**src/rtl/disp_cmd_buffer_pkg.sv**
```systemverilog
// Shared definitions for the dispatcher command buffer: field indices, command
// layout and bit offsets also used by the channel controller.
package disp_cmd_pkg;

    localparam int WORD_WIDTH = 32;
    localparam int HALF_WIDTH = 16;
    localparam int NUM_FIELDS = 4;
    localparam int CMD_WIDTH  = NUM_FIELDS * (WORD_WIDTH + HALF_WIDTH);

    localparam logic [1:0] W_ROW     = 2'd0;
    localparam logic [1:0] W_COL     = 2'd1;
    localparam logic [1:0] W_HOSTBUF = 2'd2;
    localparam logic [1:0] W_TAG     = 2'd3;
    localparam logic [1:0] H_OPCODE  = 2'd0;
    localparam logic [1:0] H_WAY     = 2'd1;
    localparam logic [1:0] H_SRCID   = 2'd2;
    localparam logic [1:0] H_LEN     = 2'd3;

    // Half-words occupy the low 64 bits, words sit above them.
    localparam int H_OPCODE_LSB  = 0;
    localparam int H_WAY_LSB     = 16;
    localparam int H_SRCID_LSB   = 32;
    localparam int H_LEN_LSB     = 48;
    localparam int W_ROW_LSB     = 64;
    localparam int W_COL_LSB     = 96;
    localparam int W_HOSTBUF_LSB = 128;
    localparam int W_TAG_LSB     = 160;

    typedef logic [NUM_FIELDS-1:0][WORD_WIDTH-1:0] wordBank_t;
    typedef logic [NUM_FIELDS-1:0][HALF_WIDTH-1:0] halfBank_t;
    typedef logic [CMD_WIDTH-1:0]                  cmd_t;

    function automatic cmd_t packCmd(input wordBank_t words, input halfBank_t halves);
        return {words, halves};
    endfunction

endpackage

```
**src/rtl/disp_cmd_buffer_if.sv**
```systemverilog
// Buffer-write / issue / drain signal bundle between the dispatcher core,
// the command buffer and the downstream channel controller.
interface disp_cmd_buffer_if #(
    parameter int COUNT_WIDTH = 3
);
    import disp_cmd_pkg::*;

    logic [1:0]             iBufWriteAddress;
    logic [WORD_WIDTH-1:0]  iBufWordWriteData;
    logic [HALF_WIDTH-1:0]  iBufHalfWordWriteData;
    logic                   iBufWordWriteValid;
    logic                   iBufHalfWordWriteValid;
    logic                   iBufIssueCmdValid;
    logic                   oBufIssueCmdReady;
    logic                   oCmdValid;
    logic                   iCmdReady;
    logic [CMD_WIDTH-1:0]   oCmdData;
    logic [COUNT_WIDTH-1:0] oQueueCount;

    modport master (
        output iBufWriteAddress, iBufWordWriteData, iBufHalfWordWriteData,
               iBufWordWriteValid, iBufHalfWordWriteValid, iBufIssueCmdValid, iCmdReady,
        input  oBufIssueCmdReady, oCmdValid, oCmdData, oQueueCount
    );

    modport slave (
        input  iBufWriteAddress, iBufWordWriteData, iBufHalfWordWriteData,
               iBufWordWriteValid, iBufHalfWordWriteValid, iBufIssueCmdValid, iCmdReady,
        output oBufIssueCmdReady, oCmdValid, oCmdData, oQueueCount
    );

endinterface

```
**src/rtl/disp_cmd_buffer_fifo.sv**
```systemverilog
// Generic synchronous FIFO with wrap-bit pointers; head data comes straight
// from registered storage.
module disp_cmd_fifo #(
    parameter int WIDTH       = 192,
    parameter int DEPTH       = 4,
    parameter int COUNT_WIDTH = $clog2(DEPTH) + 1
) (
    input  logic                   clk_i,
    input  logic                   rst_i,
    input  logic                   push_i,
    input  logic [WIDTH-1:0]       data_i,
    input  logic                   pop_i,
    output logic [WIDTH-1:0]       data_o,
    output logic                   full_o,
    output logic                   empty_o,
    output logic [COUNT_WIDTH-1:0] count_o
);

    localparam int AW = $clog2(DEPTH);
    localparam logic [AW:0] PTR_ONE = {{AW{1'b0}}, 1'b1};

    logic [WIDTH-1:0] mem_q [DEPTH];
    logic [AW:0]      wptr_q, wptr_d;
    logic [AW:0]      rptr_q, rptr_d;
    logic             doPush, doPop;

    assign full_o  = (wptr_q[AW-1:0] == rptr_q[AW-1:0]) && (wptr_q[AW] != rptr_q[AW]);
    assign empty_o = (wptr_q == rptr_q);
    assign doPush  = push_i && !full_o;
    assign doPop   = pop_i && !empty_o;

    always_comb begin
        wptr_d = doPush ? wptr_q + PTR_ONE : wptr_q;
        rptr_d = doPop  ? rptr_q + PTR_ONE : rptr_q;
    end

    always_ff @(posedge clk_i or posedge rst_i) begin
        if (rst_i) begin
            wptr_q <= '0;
            rptr_q <= '0;
            for (int i = 0; i < DEPTH; i++) begin
                mem_q[i] <= '0;
            end
        end else begin
            wptr_q <= wptr_d;
            rptr_q <= rptr_d;
            if (doPush) begin
                mem_q[wptr_q[AW-1:0]] <= data_i;
            end
        end
    end

    assign data_o  = mem_q[rptr_q[AW-1:0]];
    assign count_o = COUNT_WIDTH'(wptr_q - rptr_q);

endmodule

```
**src/rtl/disp_cmd_buffer.sv**
```systemverilog
// Staging register bank plus issue queue; an issue snapshots the bank, with
// same-cycle field writes merged in, into the command FIFO.
module disp_cmd_buffer
    import disp_cmd_pkg::*;
#(
    parameter int FIFO_DEPTH  = 4,
    parameter int COUNT_WIDTH = 3
) (
    input  logic            iClock,
    input  logic            iReset,
    disp_cmd_buffer_if.slave bus
);

    wordBank_t wordBank_q, wordBank_d;
    halfBank_t halfBank_q, halfBank_d;
    cmd_t      pushData;
    logic      full, empty, push, pop;

    // Merged view of the bank: feeds both the register and the issue snapshot.
    always_comb begin
        wordBank_d = wordBank_q;
        halfBank_d = halfBank_q;
        if (bus.iBufWordWriteValid) begin
            wordBank_d[bus.iBufWriteAddress] = bus.iBufWordWriteData;
        end
        if (bus.iBufHalfWordWriteValid) begin
            halfBank_d[bus.iBufWriteAddress] = bus.iBufHalfWordWriteData;
        end
    end

    always_ff @(posedge iClock or posedge iReset) begin
        if (iReset) begin
            wordBank_q <= '0;
            halfBank_q <= '0;
        end else begin
            wordBank_q <= wordBank_d;
            halfBank_q <= halfBank_d;
        end
    end

    assign pushData = packCmd(wordBank_d, halfBank_d);
    assign push     = bus.iBufIssueCmdValid && !full;
    assign pop      = bus.iCmdReady && !empty;

    disp_cmd_fifo #(
        .WIDTH       (CMD_WIDTH),
        .DEPTH       (FIFO_DEPTH),
        .COUNT_WIDTH (COUNT_WIDTH)
    ) u_fifo (
        .clk_i   (iClock),
        .rst_i   (iReset),
        .push_i  (push),
        .data_i  (pushData),
        .pop_i   (pop),
        .data_o  (bus.oCmdData),
        .full_o  (full),
        .empty_o (empty),
        .count_o (bus.oQueueCount)
    );

    assign bus.oBufIssueCmdReady = !full;
    assign bus.oCmdValid         = !empty;

endmodule
```
**src/flat_wrapper.sv**
```systemverilog
// flat-port wrapper written by rule: the top's interface ports become plain ports
module disp_cmd_buffer_flat import disp_cmd_pkg::*;
#(
    parameter int FIFO_DEPTH  = 4,
    parameter int COUNT_WIDTH = 3
)
  (iClock, iReset, bus_iBufWriteAddress, bus_iBufWordWriteData, bus_iBufHalfWordWriteData, bus_iBufWordWriteValid, bus_iBufHalfWordWriteValid, bus_iBufIssueCmdValid, bus_iCmdReady, bus_oBufIssueCmdReady, bus_oCmdValid, bus_oCmdData, bus_oQueueCount);
  disp_cmd_buffer_if #(.COUNT_WIDTH(COUNT_WIDTH)) bus_i ();
  input  logic iClock;
  input  logic iReset;
  input wire logic [$bits(bus_i.iBufWriteAddress)-1:0] bus_iBufWriteAddress;
  input wire logic [$bits(bus_i.iBufWordWriteData)-1:0] bus_iBufWordWriteData;
  input wire logic [$bits(bus_i.iBufHalfWordWriteData)-1:0] bus_iBufHalfWordWriteData;
  input wire logic [$bits(bus_i.iBufWordWriteValid)-1:0] bus_iBufWordWriteValid;
  input wire logic [$bits(bus_i.iBufHalfWordWriteValid)-1:0] bus_iBufHalfWordWriteValid;
  input wire logic [$bits(bus_i.iBufIssueCmdValid)-1:0] bus_iBufIssueCmdValid;
  input wire logic [$bits(bus_i.iCmdReady)-1:0] bus_iCmdReady;
  output wire logic [$bits(bus_i.oBufIssueCmdReady)-1:0] bus_oBufIssueCmdReady;
  output wire logic [$bits(bus_i.oCmdValid)-1:0] bus_oCmdValid;
  output wire logic [$bits(bus_i.oCmdData)-1:0] bus_oCmdData;
  output wire logic [$bits(bus_i.oQueueCount)-1:0] bus_oQueueCount;
  assign bus_i.iBufWriteAddress = bus_iBufWriteAddress;
  assign bus_i.iBufWordWriteData = bus_iBufWordWriteData;
  assign bus_i.iBufHalfWordWriteData = bus_iBufHalfWordWriteData;
  assign bus_i.iBufWordWriteValid = bus_iBufWordWriteValid;
  assign bus_i.iBufHalfWordWriteValid = bus_iBufHalfWordWriteValid;
  assign bus_i.iBufIssueCmdValid = bus_iBufIssueCmdValid;
  assign bus_i.iCmdReady = bus_iCmdReady;
  assign bus_oBufIssueCmdReady = bus_i.oBufIssueCmdReady;
  assign bus_oCmdValid = bus_i.oCmdValid;
  assign bus_oCmdData = bus_i.oCmdData;
  assign bus_oQueueCount = bus_i.oQueueCount;
  disp_cmd_buffer #(.FIFO_DEPTH(FIFO_DEPTH), .COUNT_WIDTH(COUNT_WIDTH)) u_core (.iClock(iClock), .iReset(iReset), .bus(bus_i));
endmodule
```
**config.mk**
```make
export PLATFORM = sky130hd
export DESIGN_NAME = disp_cmd_buffer_flat
export DESIGN_NICKNAME = d
export VERILOG_FILES = /design/src/rtl/disp_cmd_buffer_pkg.sv /design/src/rtl/disp_cmd_buffer_if.sv /design/src/rtl/disp_cmd_buffer_fifo.sv /design/src/rtl/disp_cmd_buffer.sv /design/src/flat_wrapper.sv
export SDC_FILE = /design/constraint.sdc
export NUM_CORES = 2
export LEC_CHECK = 0
export ABC_AREA = 1
export BUFFER_PORTS_ARGS = -buffer_cell sky130_fd_sc_hd__buf_4
export CAP_MARGIN = 30
export CORE_MARGIN = 2
export CORE_UTILIZATION = 50
export DETAILED_ROUTE_END_ITERATION = 16
export PLACE_DENSITY = 0.68
export SYNTH_ARGS = -nofsm -noshare
export SYNTH_HDL_FRONTEND = slang
export SYNTH_SLANG_ARGS = --single-unit
```
**constraint.sdc**
```tcl
create_clock -name iClock -period 69.1 [get_ports iClock]
set_input_delay 3.455 -clock iClock [delete_from_list [all_inputs] [get_ports iClock]]
set_output_delay 3.455 -clock iClock [all_outputs]
set_load 0.01 [all_outputs]
```
* Word-level counts from Yosys, hierarchy flattened
Index checks and enable logic that the tools add are counted.
** Storage, ports and cells
- Bits in registers :: 966
- Output and inout bits :: 197
- Logic and storage cells :: 50
** Operators by class
- Add/sub/neg operators :: 3
- Order comparisons :: 5
- Equal/unequal tests :: 3
- Muxes and demuxes :: 14
- Bitwise gates (word level) :: 2
- Reduce and logical (&&, ||, !) cells :: 9
** Operator list (number)
- $bwmux 768 :: 1
- $mux 192 :: 3
- $bmux 192 s2 :: 1
- $demux 192 s2 :: 1
- $bwmux 128 :: 1
- $mux 128 :: 1
- $bwmux 64 :: 1
- $demux 32 s2 :: 1
- $mux 64 :: 1
- $demux 16 s2 :: 1
- $mux 32 :: 1
- $mux 16 :: 1
- $logic_and 1x1->1 :: 7
- $add 3x1->3 const B :: 2
- $ge 3x3->1 const B :: 2
- $not 2->3 :: 2
- $eq 3x3->1 :: 1
- $lt 2x3->1 const B :: 1
- $lt 3x1->1 const B :: 1
- $sub 3x3->3 :: 1
- $eq 2x2->1 :: 1
- $ge 2x1->1 const B :: 1
- $logic_not 1->1 :: 2
- $ne 1x1->1 :: 1

* Depth between registers and ports, before layout
- Depth after elaboration :: 7
- Depth in mapped cells :: 12
- Gate-level depth less buffers :: 8

* By module
Synthesis repeated with hierarchy kept, for this count alone.
** Unflattened totals
- Cell total of the unflattened synthesis :: 5413
- Area total of the unflattened synthesis :: 45198.3 um^2
** Modules (own cells, without submodules)
- disp_cmd_fifo :: times used 1, cells each 4558, area an instance 37449.7 um^2, sequential area each 19368.6 um^2
- disp_cmd_buffer :: times used 1, cells each 855, area an instance 7748.7 um^2, sequential area each 4804.6 um^2

* Worst setup path after synthesis
OpenSTA, ideal clock, no wires.
- Path kind :: register -> output
- From :: register u_core.u_fifo.rptr_q[1]
- To :: output bus_oBufIssueCmdReady
- Arrival time :: 1.573 ns
- Data required time :: 65.645 ns
- Setup slack :: 64.072 ns
- Cell stages (with the launch flop) :: 8
- Path through :: dfrtp_1 -> inv_1 -> clkbuf_1 -> clkbuf_1 -> ha_1 -> nand2_1 -> inv_1 -> nand2_1
** On the way
- Longest elaborated chain between the ends :: 3
** RTL lines
- start: declaration :: RTL line disp_cmd_buffer_fifo.sv:24 : logic [AW:0] rptr_q, rptr_d;
- start signal: assignment :: RTL line disp_cmd_buffer_fifo.sv:46 : rptr_q <= rptr_d;
- $eq 2x2->1 :: RTL line disp_cmd_buffer_fifo.sv:27 : assign full_o = (wptr_q[AW-1:0] == rptr_q[AW-1:0]) && (wptr_q[AW] != rptr_q[AW]);
- $logic_and 1x1->1 :: RTL line disp_cmd_buffer_fifo.sv:27
- $logic_not 1->1 :: RTL line disp_cmd_buffer.sv:61 : assign bus.oBufIssueCmdReady = !full;
- end: declaration :: RTL line flat_wrapper.sv:18 : output wire logic [$bits(bus_i.oBufIssueCmdReady)-1:0] bus_oBufIssueCmdReady;
No other way between the ends.

* Worst setup path after layout
- From :: register u_core.u_fifo.rptr_q[1]
- To :: output bus_oCmdData[61]
** On the way
- Longest elaborated chain between the ends :: 4
** RTL lines
- $not 2->3 (not written as such) :: RTL line disp_cmd_buffer_fifo.sv:53 : assign data_o = mem_q[rptr_q[AW-1:0]];
- $bmux 192 s2 :: RTL line disp_cmd_buffer_fifo.sv:53
- $mux 192 (not written as such) (2 in series) :: RTL line disp_cmd_buffer_fifo.sv:53
- end: declaration :: RTL line flat_wrapper.sv:20 : output wire logic [$bits(bus_i.oCmdData)-1:0] bus_oCmdData;
No other way between the ends. The select of a mux whose other input is x is not followed.

==> impl_metrics.csv <==
group,metric,value,unit
run_status,run_status,"finished, final reports clean",
grt,grt_util_all_layers,31.5,%
placed_design,detailedPlacementHpwl,75100,µm
finish,fillers,7804,
pwr,power.density_cell_area,53.1,mW/mm²
setup_path,crit_path_max_incr_delay,0.80,ns
timing,grt_setup_unrepaired,"no",
synth,ys_ff_latch,966,
finish,areaGrowthSynthToFinish,13.9,%
clocking,htree_num_levels,3,
setup_path,worst_path_dominant_cell_family,"buffers and inverters",
timing,final.min_clock_period,7.48,ns
finish,layout_common_cells,"nand2_1, dfrtp_1, nand3_1, o21ai_0, nor2_1",
timing,tightestPinTransition,1.17,ns
timing,fin_skew,0.0162,ns
timing,timing.max_slew.rel_slack,21.7,%
timing,final.setup.tns,0,ns
grt,number_of_antenna_violations_at_the_first_check_in_global_routing,1,
synth,syn_nets,5373,
setup_path,crit_type,"flop to output port",
floorplanning,floorplan.die_area,0.0887,mm²
timing,max_clock_freq,0.134,GHz
grt,first_global_vias,36400,
setup_path,crit_fanout,95,
setup_path,r2r_end,"u_core.u_fifo.mem_q[513]$_DFFE_PP0P_",
grt,grt-ovfl-total,0,
synth,synthesis.area_per_instance,8.13,µm²
clocking,clk_transition_reported_paths,0.06,ns
routing,detail-route-antenna-nets,0,
setup_path,critPathBufInv,4,
synth,netlist-cell-type-count,21,
finish,net_count_of_the_finished_layout,5345,
setup_path,crit_slowest_cell,"dfrtp_4",
floorplanning,number_of_i_o_pins,253,
setup_path,crit-reg2reg-launch,"u_core.u_fifo.rptr_q[1]$_DFFE_PP0P_",
floorplanning,starting_density,50.5,%
routing,post_drt_wl_per_cell,21.7,µm
pwr,irDropWorstVdd,0.0000695,V
setup_path,cp_data_arrival_time,4.03,ns
timing,setup_viol_count_final,0,
setup_path,crit_path_frequent_cell,"buf_4",
setup_path,setup.worst_path.end_class,"output port",
job,cap_viol_max_count,0,
finish,layout.cells.most_common,"nand2_1",
clocking,cts_setup_buffers,0,
clocking,cts_hold_buffers,0,
floorplanning,die_height,298,µm
synth,synthesis.yosys.warnings,0,
pwr,cellLeakagePower,0.0255,µW
routing,detail_route.vias_per_cell,5.92,
synth,yosysSeqAreaShare,56.0,%
routing,drt-pass1-iter-count,6,
floorplanning,core_area,0.0854,mm²
setup_path,r2r_setup_slack,63.96,ns
worst_hold_path,whs_path_depth,2,
clocking,cts_tree,"built",
setup_path,start_kind,"flop",
worst_hold_path,timing.hold.worst.class,"flop to flop",
clocking,cts_buffer_depth,3,
routing,detail_route.iter0.violations,4432,
finish,post_layout_nonfiller_instances,6509,
finish,final_layout_size_suffix_gt1_share,9.26,%
synth,mappedNetlistArea,0.0432,mm²
placed_design,portBuffers,252,
clocking,clock_tree_root,"clkbuf_16",
routing,postRouteWirelength,141000,µm
setup_path,cp.required,65.64,ns
placed_design,routabilityCongestion,0.791,
grt,grt_start_max_net_pins,241,
synth,synthesis.instances,5309,
setup_path,ff2ff_path_depth,13,
setup_path,path_cells,"inv_6, buf_16, buf_4, o21ai_0, o22ai_1, buf_4",
clocking,total_clock_buffers_created_by_cts,104,
worst_hold_path,min-delay-start,"u_core.u_fifo.mem_q[425]$_DFFE_PP0P_",
floorplanning,die_w,298,µm
clocking,cts_resized,0,
clocking,insertion_delay_to_the_later_sink_of_the_worst_skew_pair,0.66,ns
finish,diodes,0,
clocking,clock_sink_count,966,
routing,vias,38500,
timing,final.period_utilization,10.8,%
pwr,report.power.total,2610,µW
timing,maxSlewViolCount,0,
timing,hold_violations,0,
placed_design,placedCellCount,6314,
grt,grt_pass1_wl,220000,µm
floorplanning,rows,107,
worst_hold_path,whs_endpoint,"u_core.u_fifo.mem_q[425]$_DFFE_PP0P_",
routing,drcViolationCount,0,
cells in the mapped netlist:
library cell	count	area, µm²
ha_1	7	87.6
nor2_1	384	1440
buf_4	22	165
xnor2_1	1	8.76
a21oi_4	1	16.3
nand3_1	828	4140
o21ai_0	386	1930
dfrtp_1	966	24200
o21ai_1	48	240
buf_2	147	736
nand3_2	1	10.0
xor2_1	3	26.3
buf_1	16	60.1
nand4_1	96	601
inv_1	60	225
clkinv_1	1	3.75
fa_1	1	20.0
nor2_2	1	6.26
clkbuf_1	261	980
o22ai_1	192	1200
nand2_1	1887	7080
per-stage QoR:
step	hold WS [ns]	area, µm²	setup slack (ns)	util [%]
after floorplan	0.444	43200	38.47	-
after global placement	0.456	45100	61.95	52.8
after detailed placement	0.460	45400	62.09	53.2
after CTS	0.476	49000	61.70	57.4
after global routing	0.489	49200	61.58	57.6
final	0.473	49200	61.62	57.6
final cells by class:
cell class,instances,area [µm²],share of cell area [%]
sequential,966,24200,49.2
multi-input combinational,3836,16900,34.4
tap,1144,1430,2.91
clock inverter,37,497,1.01
clock buffer,153,3100,6.31
inverter,61,249,0.506
timing repair buffer,312,2780,5.66
worst min-delay path: cells and delay by family, from the launching register on:
kind	cells	cell delay (ns)
flops	1	0.33
simple gates	2	0.11
power by group:
| part | switching, µW | internal [µW] | leakage [µW] | total (µW) |
|---|---|---|---|---|
| sequential | 116 | 777 | 0.0123 | 893 |
| clock | 233 | 354 | 0.00179 | 587 |
| combinational | 751 | 381 | 0.0114 | 1130 |
| total | 1100 | 1510 | 0.0255 | 2610 |
worst max-delay path by stage:
stage                                         from                                   end  slack (ns)  cells after the start
5_1_grt        u_core.u_fifo.rptr_q[1]$_DFFE_PP0P_                      bus_oCmdData[61]       61.58                      6
3_5_place_dp                                iReset  u_core.u_fifo.mem_q[146]$_DFFE_PP0P_       62.09                      6
3_3_place_gp                                iReset  u_core.u_fifo.mem_q[146]$_DFFE_PP0P_       61.95                      5
2_1_floorplan                               iReset        u_core.halfBank_q[0]$_DFF_PP0_       38.47                      1
6_report       u_core.u_fifo.rptr_q[1]$_DFFE_PP0P_                      bus_oCmdData[61]       61.62                      6
4_1_cts        u_core.u_fifo.rptr_q[1]$_DFFE_PP0P_                      bus_oCmdData[31]       61.70                      6
per-layer routing:
metal / track usage [%] / share of wire (%) / up-vias
li1: - / - / 17400
met5: 0 / 0 / -
met2: 49.0 / 46 / 1841
met3: 6.11 / 9.2 / 225
met4: 11.0 / 3.1 / 0
met1: 44.3 / 42 / 19000
state kept, by name, indices dropped and copies added (netlist names):
signal,flops
u_core.halfBank_q,64
u_core.u_fifo.mem_q,768
u_core.u_fifo.wptr_q,3
u_core.u_fifo.rptr_q,3
u_core.wordBank_q,128
cell families after synthesis:
family | count (synthesis) | share of synthesized area (%)
buffers and inverters | 507 | 5.03
xor gates and xnor gates | 4 | 0.0812
adders and majority gates | 8 | 0.249
DFF | 966 | 56.0
AOI/OAI and AO/OA | 627 | 7.85
and+or+nand+nor | 3197 | 30.8
No activity file was read; power rests on OpenSTA's default activity.
